## src/rtl/bcd_pkg.sv

```systemverilog
// Shared BCD digit types and limits, common to the digit source and the decoder stage.
package bcd_pkg;

  localparam int unsigned BCD_W = 4;

  typedef logic [BCD_W-1:0] bcd_t;

  localparam bcd_t BCD_MAX = 4'd9;
  localparam bcd_t BCD_MIN = 4'd0;

  // Out-of-range load values (10..15) collapse to zero so the digit stays legal BCD.
  function automatic bcd_t bcd_clamp_load(input bcd_t v);
    return (v <= BCD_MAX) ? v : BCD_MIN;
  endfunction

endpackage

```

## src/rtl/button_debounce.sv

```systemverilog
// Push-button conditioner: 2-flop synchronizer, stability-count debouncer and
// rising-edge detector.
//   clk            system clock
//   rst            synchronous active-high reset
//   raw_i          raw asynchronous button, high = pressed
//   level_o        debounced button level (registered)
//   rise_pulse_c_o one-cycle pulse in the cycle after level_o rises (decoded from flops)
module button_debounce #(
  parameter int unsigned DB_CYCLES = 240000
) (
  input  logic clk,
  input  logic rst,
  input  logic raw_i,
  output logic level_o,
  output logic rise_pulse_c_o
);

  localparam int unsigned CW = (DB_CYCLES > 1) ? $clog2(DB_CYCLES) : 1;

  logic          sync1_q;
  logic          sync2_q;
  logic          level_q;
  logic          level_d;
  logic          prev_q;
  logic [CW-1:0] cnt_q;
  logic [CW-1:0] cnt_d;

  // Count consecutive cycles of disagreement; any agreement restarts the count.
  always_comb begin
    level_d = level_q;
    cnt_d   = '0;
    if (sync2_q != level_q) begin
      if (cnt_q == CW'(DB_CYCLES - 1)) begin
        level_d = sync2_q;
      end else begin
        cnt_d = cnt_q + CW'(1);
      end
    end
  end

  always_ff @(posedge clk) begin
    if (rst) begin
      sync1_q <= 1'b0;
      sync2_q <= 1'b0;
      level_q <= 1'b0;
      prev_q  <= 1'b0;
      cnt_q   <= '0;
    end else begin
      sync1_q <= raw_i;
      sync2_q <= sync1_q;
      level_q <= level_d;
      prev_q  <= level_q;
      cnt_q   <= cnt_d;
    end
  end

  assign level_o        = level_q;
  assign rise_pulse_c_o = level_q & ~prev_q;

endmodule

```

## src/rtl/bcd_digit_source.sv

```systemverilog
// BCD digit generator feeding the seven-segment decoder: a registered 0..9 digit
// advanced by a prescaled auto tick or a debounced push-button step, with
// synchronous load, up/down direction and a one-cycle wrap carry.
//   clk       system clock
//   rst       synchronous active-high reset
//   en        enable auto-count ticks
//   dir       1 = up, 0 = down
//   step_btn  raw push-button
//   load      synchronous load strobe
//   load_val  value to load (10..15 load 0)
//   W,X,Y,Z   digit bits 0..3 (registered)
//   carry     one-cycle wrap pulse (registered)
module bcd_digit_source
  import bcd_pkg::*;
#(
  parameter int unsigned DIV       = 12000000,
  parameter int unsigned DB_CYCLES = 240000
) (
  input  logic       clk,
  input  logic       rst,
  input  logic       en,
  input  logic       dir,
  input  logic       step_btn,
  input  logic       load,
  input  logic [3:0] load_val,
  output logic       W,
  output logic       X,
  output logic       Y,
  output logic       Z,
  output logic       carry
);

  localparam int unsigned PW = $clog2(DIV);

  logic [PW-1:0] presc_q;
  logic [PW-1:0] presc_d;
  logic          tick;
  logic          step;
  logic          btn_level;
  logic          adv;
  bcd_t          digit_q;
  bcd_t          digit_d;
  logic          carry_q;
  logic          carry_d;

  button_debounce #(
    .DB_CYCLES(DB_CYCLES)
  ) u_debounce (
    .clk            (clk),
    .rst            (rst),
    .raw_i          (step_btn),
    .level_o        (btn_level),
    .rise_pulse_c_o (step)
  );

  // Prescaler: free-runs 0..DIV-1 while enabled, parked at zero otherwise.
  always_comb begin
    tick    = en && (presc_q == PW'(DIV - 1));
    presc_d = '0;
    if (en && !tick) begin
      presc_d = presc_q + PW'(1);
    end
  end

  // Coincident tick and step still count as a single advance.
  assign adv = tick | step;

  // Digit update: load beats advance; carry only on a wrap.
  always_comb begin
    digit_d = digit_q;
    carry_d = 1'b0;
    if (load) begin
      digit_d = bcd_clamp_load(bcd_t'(load_val));
    end else if (adv) begin
      if (dir) begin
        if (digit_q >= BCD_MAX) begin
          digit_d = BCD_MIN;
          carry_d = 1'b1;
        end else begin
          digit_d = digit_q + bcd_t'(1);
        end
      end else begin
        if (digit_q == BCD_MIN) begin
          digit_d = BCD_MAX;
          carry_d = 1'b1;
        end else begin
          digit_d = digit_q - bcd_t'(1);
        end
      end
    end
  end

  always_ff @(posedge clk) begin
    if (rst) begin
      presc_q <= '0;
      digit_q <= BCD_MIN;
      carry_q <= 1'b0;
    end else begin
      presc_q <= presc_d;
      digit_q <= digit_d;
      carry_q <= carry_d;
    end
  end

  assign W     = digit_q[0];
  assign X     = digit_q[1];
  assign Y     = digit_q[2];
  assign Z     = digit_q[3];
  assign carry = carry_q;

endmodule

```

## config.mk

```make
export PLATFORM = sky130hd
export DESIGN_NAME = bcd_digit_source
export DESIGN_NICKNAME = d
export VERILOG_FILES = /design/src/rtl/bcd_pkg.sv /design/src/rtl/button_debounce.sv /design/src/rtl/bcd_digit_source.sv
export SDC_FILE = /design/constraint.sdc
export NUM_CORES = 1
export LEC_CHECK = 0
export CORE_MARGIN = 4
export CORE_UTILIZATION = 35
export DETAILED_ROUTE_END_ITERATION = 12
export PLACE_DENSITY = 0.64
export RECOVER_POWER = 100
export SETUP_SLACK_MARGIN = 0.15
export SLEW_MARGIN = 20
export SYNTH_ARGS = -nofsm -noshare
export SYNTH_HDL_FRONTEND = slang
export SYNTH_SLANG_ARGS = --single-unit
```

## constraint.sdc

```tcl
create_clock -name clk -period 2.4 [get_ports clk]
set_clock_uncertainty 0.15 [all_clocks]
set_input_delay 0.48 -clock clk [delete_from_list [all_inputs] [get_ports clk]]
set_output_delay 0.48 -clock clk [all_outputs]
set_load 0.01 [all_outputs]
```

==> results.md <==
- Status: finished clean
- Net Sw Power: between 0.3 and 0.4 mW
- Post-Route WL: roughly 4400 um
- # port buffers: 14
- DRC: 0
- Tmin final: approximately 2100 ps
- Core area: a little under 7000 um^2
- DR iter-0 viols: 81
- Worst Max-Slew Pin Slew: 554 ps
- Reg2reg path depth: 7
- Die Height: 92.0 um
- Via count: 1886
- Critical path fanouts, max: 12
- CP max-delay cell: dlygate4sd3_1
- Final hold violation count: 0
- Setup Buffers After CTS: 0
- HPWL Detailed: ~3200 um
- Async S/R FF share, synth: 0%
- Gr usage total: 11.3%
- WP depth: 1
- Layout cells sized above 1: between 7 and 8%
- Leak: 1.01 nW
- Final Net Count: 309
- Sequential share of power: approximately 52%
- Number of global-route vias before repair: 1829
- Clock share of power: about two fifths
- DR vias/cell: 4.84
- Critical Path End Type: output pin
- Die area: 8460 um^2
- DRT Pass-1 Iters: 4
- Fmax: 472 MHz
- Setup TNS: 0 ps
- Seq cells post-synth: 51
- Placed cells: about 380
- # rows: 30
- Yosys warnings: 0
- Family with the most delay on the worst path: buffers and inverters
- Boundary Pins: 15
- H-tree depth: 2
- Avg Cell Area, Syn: between 9 and 10 um^2
- Power density over cell area: approximately 590 nW/um^2
- Clk sinks: a little over 50
- Antenna viol nets, final: 0
- CTS Hold Bufs: 0
- Setup crit start kind: register
- Net Sw Frac: 20.7%
- Setup CP Type: reg -> out
- Netlist cell types: 46
- Mapped Cells: 274
- RSZ-0062 raised after global routing: no
- Avg WL per Cell: 11.3 um
- Worst path bufs/invs: 1
- Antenna violations before repair: 0
- CTS Buffer Depth: 2
- Routability cong.: about 0.87
- Maximum VDD drop: 0.000323 V
- Slew HR: a little over three fifths
- CTS resizes: 0
- Final Max Slew Viols: 0
- Clock buffer count from CTS: 5
- Hold Path Cell Cnt: 1
- Area delta synth->final: 14.4%
- Final Cycle Share: 88.3%
- First-pass GRT wire length: 8030 um
- Worst-path cell chain: dlygate4sd3_1
- Clk root buf: clkbuf_8
- Syn_nets: 290
- Power share of the combinational group: under 10%
- WP data arrival: between 1000 and 1500 ps
- Top_reg_cell synth: dfxtp_1
- EDFF count, synth: 0
- Max incr delay on CP: 660 ps
- Remaining Overflow, GRT: 0
- TritonCTS clock tree: yes
- Worst hold margin: 296 ps
- Final Total Pwr: 1.67 mW
- Mapped cell area: 2470 um^2
- Largest net degree at the start of global routing: 19
- Clock-pin slew on the worst setup and hold paths: 80 ps
- WP data required: 1770 ps
- N_diodes: 0
- Sequential area share after synthesis: about two fifths
- Pint: 1.33 mW
- Die width: between 90 and 100 um
- Final Setup Violations: 0
- Worst skew pair latency: 290 ps
- Non-Filler Instances: 390
- Starting density of the core: 36.2%
- Max-Cap Viols: 0
- Worst min path class: reg -> reg
-- cell families (layout without fill, tap and decap cells) --
kind of cell / Yosys count / in the layout / synth area share [%]
fa+ha+maj: 6 / 6 / 3.04
mux: 1 / 1 / 0.405
compound gates: 19 / 19 / 6.08
simple gates: 141 / 141 / 31.6
xor+xnor: 39 / 39 / 13.8
buf+inv: 17 / 37 / 3.70
flops: 51 / 51 / 41.3
-- per-stage QoR --
stage          setup slack (ps)  area [um^2]  utilization, %
6_report                    281         2830            41.4
5_1_grt                     115         2830            41.4
3_3_place_gp                310         2720            39.8
3_5_place_dp                248         2720            39.8
2_1_floorplan               560         2470               -
4_1_cts                     318         2850            41.7
-- power by group through the flow --
| stage | sequential, mW | combinational [mW] | clock, mW |
|---|---|---|---|
| 2_1_floorplan | 0.883 | 0.0775 | 0 |
| 3_3_place_gp | 0.886 | 0.122 | 0 |
| 3_5_place_dp | 0.886 | 0.122 | 0 |
| 4_1_cts | 0.867 | 0.122 | 0.708 |
| 5_1_grt | 0.869 | 0.131 | 0.751 |
| 6_report | 0.866 | 0.116 | 0.689 |
-- path summary, 6_finish.rpt --
kind	from	end	slack [ps]
setup / recovery	digit_q[3]	Z	280
hold / removal	u_debounce.sync1_q	u_debounce.sync2_q	300
setup reg to reg	presc_q[0]	presc_q[18]	280
hold reg to reg	u_debounce.sync1_q	u_debounce.sync2_q	300
-- cells in the final DEF, fill, tap and decap left out, types with 2 or more instances in the layout --
master / instances
clkbuf_1: 2
and4_1: 4
nor2b_1: 5
inv_1: 9
nand3_1: 16
buf_4: 2
dlygate4sd3_1: 6
nor3b_1: 3
nor4_1: 3
xor2_1: 27
nand4_1: 10
bufinv_16: 2
dfxtp_1: 51
clkbuf_8: 5
and3_1: 8
a21oi_1: 5
nand2b_1: 2
nor4b_1: 4
nor2_1: 53
a311oi_1: 2
clkbuf_2: 3
xnor2_1: 12
nor3_1: 4
ha_1: 6
o21ai_0: 2
a211oi_1: 3
and2_1: 3
clkdlybuf4s50_1: 8
nand2_1: 14
nor4_4: 2
-- sequential cells by signal, summed over array words and instances, names as in the netlist --
register	cells
carry	1
digit_q	4
presc_q	24
u_debounce.cnt_q	18
u_debounce.level_o	1
u_debounce.prev_q	1
u_debounce.sync1_q	1
u_debounce.sync2_q	1
-- per-layer routing --
layer	global-route usage, %	up-vias	routed length [um]
met1	15.2	878	2190
met4	3.71	0	69
met3	2.21	9	104
met2	18.1	23	2030
li1	-	976	-
met5	0	-	0
-- cell type report --
class | count | area, um^2
clock buffer | 6 | 72.6
clock inverter | 2 | 60.1
fill | 718 | 4010
inverter | 9 | 33.8
multi-input combinational | 206 | 1340
sequential | 51 | 1020
tap | 96 | 120
timing repair buffer | 20 | 174
-- cells in the mapped netlist, types with 2 or more instances --
library cell  count  area [um^2]
nor4b_1           4         35.0
inv_1             9         33.8
a211oi_1          3         22.5
and3_1            8         50.1
ha_1              6         75.1
a311oi_1          2         17.5
and4_1            4         35.0
nor4_1            3         18.8
o21ai_0           2         10.0
a21oi_1           5         25.0
nor2b_1           5         31.3
nor3_1            4         20.0
nor3b_1           3         22.5
xor2_1           27          236
and2_1            3         18.8
xnor2_1          12          105
nor2_1           53          199
clkbuf_1          3         11.3
nor4_4            2         42.5
dfxtp_1          51         1020
buf_6             3         33.8
nand3_1          16         80.1
nand2_1          14         52.6
nand2b_1          2         12.5
nand4_1           9         56.3
(Power assumes the default switching activity.)
